**src/rtl/serial_frame_deserializer_if.sv**
```systemverilog
// serial_frame_deserializer_if: serial-in / parallel-out bus of the frame deserializer
// Ports: bit_en, serial_in, out_ready flow into the deserializer; out_valid, out_data,
// frame_err and overrun flow out. The slave modport is the deserializer side.
interface serial_frame_deserializer_if #(parameter int WIDTH = 4);
  logic             bit_en;
  logic             serial_in;
  logic             out_ready;
  logic             out_valid;
  logic [WIDTH-1:0] out_data;
  logic             frame_err;
  logic             overrun;
  modport master (output bit_en, serial_in, out_ready, input out_valid, out_data, frame_err, overrun);
  modport slave  (input bit_en, serial_in, out_ready, output out_valid, out_data, frame_err, overrun);
endinterface

```
**src/rtl/serial_frame_deserializer.sv**
```systemverilog
// serial_frame_deserializer: receives start/WIDTH-data(LSB first)/stop frames into a one-word output buffer
// Ports: clk rising-edge clock; reset_n async active-low reset; bus (slave) carries the bit strobe,
// serial line, ready/valid word handshake and the one-cycle frame_err / overrun pulses.
module serial_frame_deserializer #(parameter int WIDTH = 4) (
  input logic clk,
  input logic reset_n,
  serial_frame_deserializer_if.slave bus
);
  localparam int CW = $clog2(WIDTH) + 1;
  typedef enum logic [1:0] {IDLE, DATA, STOP} state_t;
  state_t state, state_n;
  logic [CW-1:0] cnt;
  logic [WIDTH-1:0] sh;
  logic last, free;
  assign last = cnt == CW'(WIDTH - 1);
  // the buffer may be refilled on the very edge it is drained
  assign free = !bus.out_valid || bus.out_ready;
  always_ff @(posedge clk or negedge reset_n)
    if (!reset_n) state <= IDLE;
    else state <= state_n;
  always_comb begin
    state_n = state;
    if (bus.bit_en)
      case (state)
        IDLE: state_n = bus.serial_in ? IDLE : DATA;
        DATA: state_n = last ? STOP : DATA;
        default: state_n = IDLE;
      endcase
  end
  always_ff @(posedge clk or negedge reset_n)
    if (!reset_n) begin
      cnt <= '0;
      sh <= '0;
      bus.out_data <= '0;
      bus.out_valid <= 1'b0;
      bus.frame_err <= 1'b0;
      bus.overrun <= 1'b0;
    end else begin
      bus.frame_err <= 1'b0;
      bus.overrun <= 1'b0;
      if (bus.out_valid && bus.out_ready) bus.out_valid <= 1'b0;
      if (bus.bit_en)
        case (state)
          IDLE: if (!bus.serial_in) cnt <= '0;
          DATA: begin
            sh <= {bus.serial_in, sh[WIDTH-1:1]};
            cnt <= cnt + 1'b1;
          end
          STOP:
            if (!bus.serial_in) bus.frame_err <= 1'b1;
            else if (free) begin
              bus.out_data <= sh;
              bus.out_valid <= 1'b1;
            end else bus.overrun <= 1'b1;
          default: ;
        endcase
    end
endmodule
```
**src/flat_wrapper.sv**
```systemverilog
// flat-port wrapper written by rule: the top's interface ports become plain ports
module serial_frame_deserializer_flat 
#(parameter int WIDTH = 4)
  (clk, reset_n, bus_bit_en, bus_serial_in, bus_out_ready, bus_out_valid, bus_out_data, bus_frame_err, bus_overrun);
  serial_frame_deserializer_if #(.WIDTH(WIDTH)) bus_i ();
  input logic clk;
  input logic reset_n;
  input wire logic [$bits(bus_i.bit_en)-1:0] bus_bit_en;
  input wire logic [$bits(bus_i.serial_in)-1:0] bus_serial_in;
  input wire logic [$bits(bus_i.out_ready)-1:0] bus_out_ready;
  output wire logic [$bits(bus_i.out_valid)-1:0] bus_out_valid;
  output wire logic [$bits(bus_i.out_data)-1:0] bus_out_data;
  output wire logic [$bits(bus_i.frame_err)-1:0] bus_frame_err;
  output wire logic [$bits(bus_i.overrun)-1:0] bus_overrun;
  assign bus_i.bit_en = bus_bit_en;
  assign bus_i.serial_in = bus_serial_in;
  assign bus_i.out_ready = bus_out_ready;
  assign bus_out_valid = bus_i.out_valid;
  assign bus_out_data = bus_i.out_data;
  assign bus_frame_err = bus_i.frame_err;
  assign bus_overrun = bus_i.overrun;
  serial_frame_deserializer #(.WIDTH(WIDTH)) u_core (.clk(clk), .reset_n(reset_n), .bus(bus_i));
endmodule
```
**config.mk**
```make
export PLATFORM = sky130hd
export DESIGN_NAME = serial_frame_deserializer_flat
export DESIGN_NICKNAME = d
export VERILOG_FILES = /design/src/rtl/serial_frame_deserializer_if.sv /design/src/rtl/serial_frame_deserializer.sv /design/src/flat_wrapper.sv
export SDC_FILE = /design/constraint.sdc
export NUM_CORES = 1
export LEC_CHECK = 0
export BUFFER_PORTS_ARGS = -buffer_cell sky130_fd_sc_hd__buf_4
export CAP_MARGIN = 30
export CORE_AREA = 2 2 39 41
export CTS_CLUSTER_SIZE = 25
export DETAILED_ROUTE_END_ITERATION = 6
export DIE_AREA = 0 0 41 43
export GPL_TIMING_DRIVEN = 0
export PLACE_DENSITY_LB_ADDON = 0.2
export SYNTH_ARGS = -nofsm -noshare
export SYNTH_HDL_FRONTEND = slang
export SYNTH_SLANG_ARGS = --single-unit
```
**constraint.sdc**
```tcl
create_clock -name clk -period 1.8 [get_ports clk]
set_input_delay 0.09 -clock clk [delete_from_list [all_inputs] [get_ports clk]]
set_output_delay 0.09 -clock clk [all_outputs]
set_load 0.02 [all_outputs]
```
==> impl_metrics.csv <==
group,metric,value,unit
synthesis,synth_warnings,0,
layout,diodes,0,
clock_tree,clk_latency,0.28,ns
synthesis,synth_largest_area_cell,"dfrtp_1",
synthesis,yosysMostFrequentCell,"dfrtp_1",
synthesis,synthFlopType,"dfrtp_1",
synthesis,postSynthCellCount,49,
synthesis,yosys.area.top_type_share,61.0,%
synthesis,syn-num-nets,56,
synthesis,syn_avg_cell_area,13.4,sq um
detailed_routing,post_drt_wl_per_cell,12.4,um
layout,layout.cells.non_filler,81,
layout,final_area,806,sq um
detailed_routing,drtIter0Drc,3,
clock_tree,root_buffer,"clkbuf_4",
detailed_routing,first_pass_iters,4,
synthesis,postSynth.asyncResetShare,100,%
placement,post_dp_cell_area,759,sq um
power,report.power.total,1.21,mW
setup_path,crit_arrival,1.59,ns
setup_path,worstReg2RegStart,"u_core.state[0]",
placement,gp_congestion,0.641,
die,num_rows,14,
timing,worst_slew_pin_slew,0.357,ns
timing,hold_viol_final,0,
setup_path,endpoint_kind,"flip-flop",
synthesis,synth_seq_cells,16,
die,fp.dieH,43,um
setup_path,critPathMaxStageDelay,0.45,ns
timing,finalCriticalPeriod,1.42,ns
die,core,1380,sq um
setup_path,worstSetupPathDepth,3,
timing,slew_viol_final,0,
die,initial_utilization,47.5,%
min_path,hold_path_class,"in -> reg",
timing,setup-violations-final,0,
outcome,status,"complete, no violations",
synthesis,yosys-top-cells-count,"dfrtp_1, mux2_2",
setup_path,cp.required,1.97,ns
grt,grt_pass1_wl,1.81,mm
detailed_routing,via_per_inst,5.17,
power,power.density,1500,nW/um^2
layout,regArea,400,sq um
clock_tree,clk_pin_slew_worst_paths,0.09,ns
timing,rsz0062_at_grt,"no",
grt,antenna_found_initial,0,
clock_tree,post_cts_resized,0,
timing,max_freq,706,MHz
setup_path,ff2ff_path_depth,3,
layout,nFillCells,119,
die,die_x,41,um
clock_tree,cts.sinks,16,
run,max-cap-violations,0,
timing,finalSetupTns,0,ns
timing,finalClockSkew,0.00158,ns
clock_tree,htreeDepth,1,
power,leakage,0.417,nW
layout,drive_gt1_share,40.0,%
layout,syn_to_final_growth,22.7,%
timing,min_period_over_period,78.7,%
grt,grt_pass1_vias,415,
clock_tree,cts_buffers,3,
detailed_routing,drc,0,
layout,multi_input_area,245,sq um
setup_path,crit_slowest_cell,"dfrtp_1",
setup_path,cp_top_family,"simple AND/OR/NAND/NOR gates",
grt,grt_max_degree,17,
setup_path,r2r_slack,0.38,ns
clock_tree,cts_tree,"yes",
synthesis,synth_edf_count,0,
power,peakVddDrop,699,uV
detailed_routing,postRouteWirelength,1.01,mm
clock_tree,clock_path_buffers,2,
placement,hpwl,740,um
grt,globalRouteOverflowTotal,0,
grt,grtUsageTotal,15.3,%
detailed_routing,detail-route-antenna-nets,0,
placement,io_buffers,11,
setup_path,crit_start,"u_core.state[0]",
setup_path,crit_buf_inv,0,
die,die-area,1760,sq um
setup_path,critPathMaxFanout,7,
synthesis,synth-seq-area-share,61.0,%
layout,nNetsFinal,73,
setup_path,path_cells,"nand4b_1 -> nor2b_4 -> mux2_2",
placement,placed_cells,76,
synthesis,netlist_area,657,sq um
synthesis,netlist_top_cells_area,"dfrtp_1, mux2_2, ha_1, o21ai_0, nor2b_4",
setup_path,cp-start-kind,"flip-flop",
die,ioPinCount,12,
timing,slew_headroom,76.0,%
timing,whs,0.0408,ns
min_path,min_path_cells,2,
setup_path,critPathKind,"reg -> reg",
setup_path,worstSetupEndpoint,"u_core.bus.out_data[1]",
setup_path,r2r_end,"u_core.bus.out_data[1]",
detailed_routing,num_vias,419,
synthesis,ys_types,18,
cell type report:
class                           instances  area share [%]
Clock buffer                            4            4.50
Sequential cell                        16            49.7
Multi-Input combinational cell         30            30.4
Inverter                                3            1.40
Timing Repair Buffer                   12            11.5
Tap cell                               16            2.48
stage by stage:
step	util (%)	worst slack [ns]
after CTS	58.2	0.370
after floorplan	-	0.490
final	58.2	0.384
after global placement	54.9	0.407
after global routing	58.2	0.271
after detailed placement	54.9	0.382
power breakdown:
| part | leakage [nW] | total [mW] | switching, mW | internal (mW) |
|---|---|---|---|---|
| clock | 0.0210 | 0.234 | 0.111 | 0.123 |
| sequential | 0.207 | 0.582 | 0.0898 | 0.493 |
| combinational | 0.189 | 0.389 | 0.173 | 0.215 |
| total | 0.417 | 1.21 | 0.374 | 0.831 |
metal layers:
layer | track usage, % | vias up | part of all wire, %
li1 | - | 202 | -
met1 | 21.5 | 208 | 48
met2 | 21.6 | 7 | 47
met3 | 3.14 | 2 | 4.3
met4 | 8.00 | 0 | 0.99
met5 | 0 | - | 0
sequential cells by signal, indices dropped and copies added (netlist names):
register and flops:
u_core.sh 4, u_core.bus.out_data 4, u_core.bus.frame_err 1, u_core.state 2
u_core.bus.out_valid 1, u_core.bus.overrun 1, u_core.cnt 3
cell usage in the layout (no fill, tap or decap), drive strengths merged, types with 2 or more instances in the layout:
master	n
dfrtp	16
buf	11
mux2	8
clkbuf	4
nor2	3
nand2	3
inv	3
o21ai	3
ha	2
cell families (layout without fill, tap and decap cells):
| family | Yosys count | in the layout | share of synthesized area [%] |
|---|---|---|---|
| DFF | 16 | 16 | 61.0 |
| adders and majority gates | 2 | 2 | 3.81 |
| buffers and inverters | 3 | 19 | 1.71 |
| muxes | 9 | 9 | 15.2 |
| AOI/OAI and AO/OA | 7 | 7 | 7.24 |
| and+or+nand+nor | 12 | 12 | 11.0 |
what timing repair did:
item,CTS,global route
setup buffers,0,0
hold buffers,1,0
hold endpoints to repair,16,0
setup endpoints to repair,0,0
how the worst min path moves through the flow:
| stage | from | to | slack [ns] |
|---|---|---|---|
| detailed placement | reset_n | u_core.bus.frame_err | -0.04 |
| CTS | bus_bit_en | u_core.state[0] | 0.03 |
| global route | bus_bit_en | u_core.state[1] | 0.05 |
| global placement | reset_n | u_core.state[1] | -0.04 |
| finish | bus_bit_en | u_core.state[0] | 0.04 |
| floorplan | reset_n | u_core.bus.frame_err | -0.21 |
worst reg2reg max path: cells and delay by family, from the launching register on:
kind	cells	cell delay, ns
mux	1	0.35
flops	1	0.45
simple gates	2	0.52
Note: power is estimated with default switching activity, not from simulation.
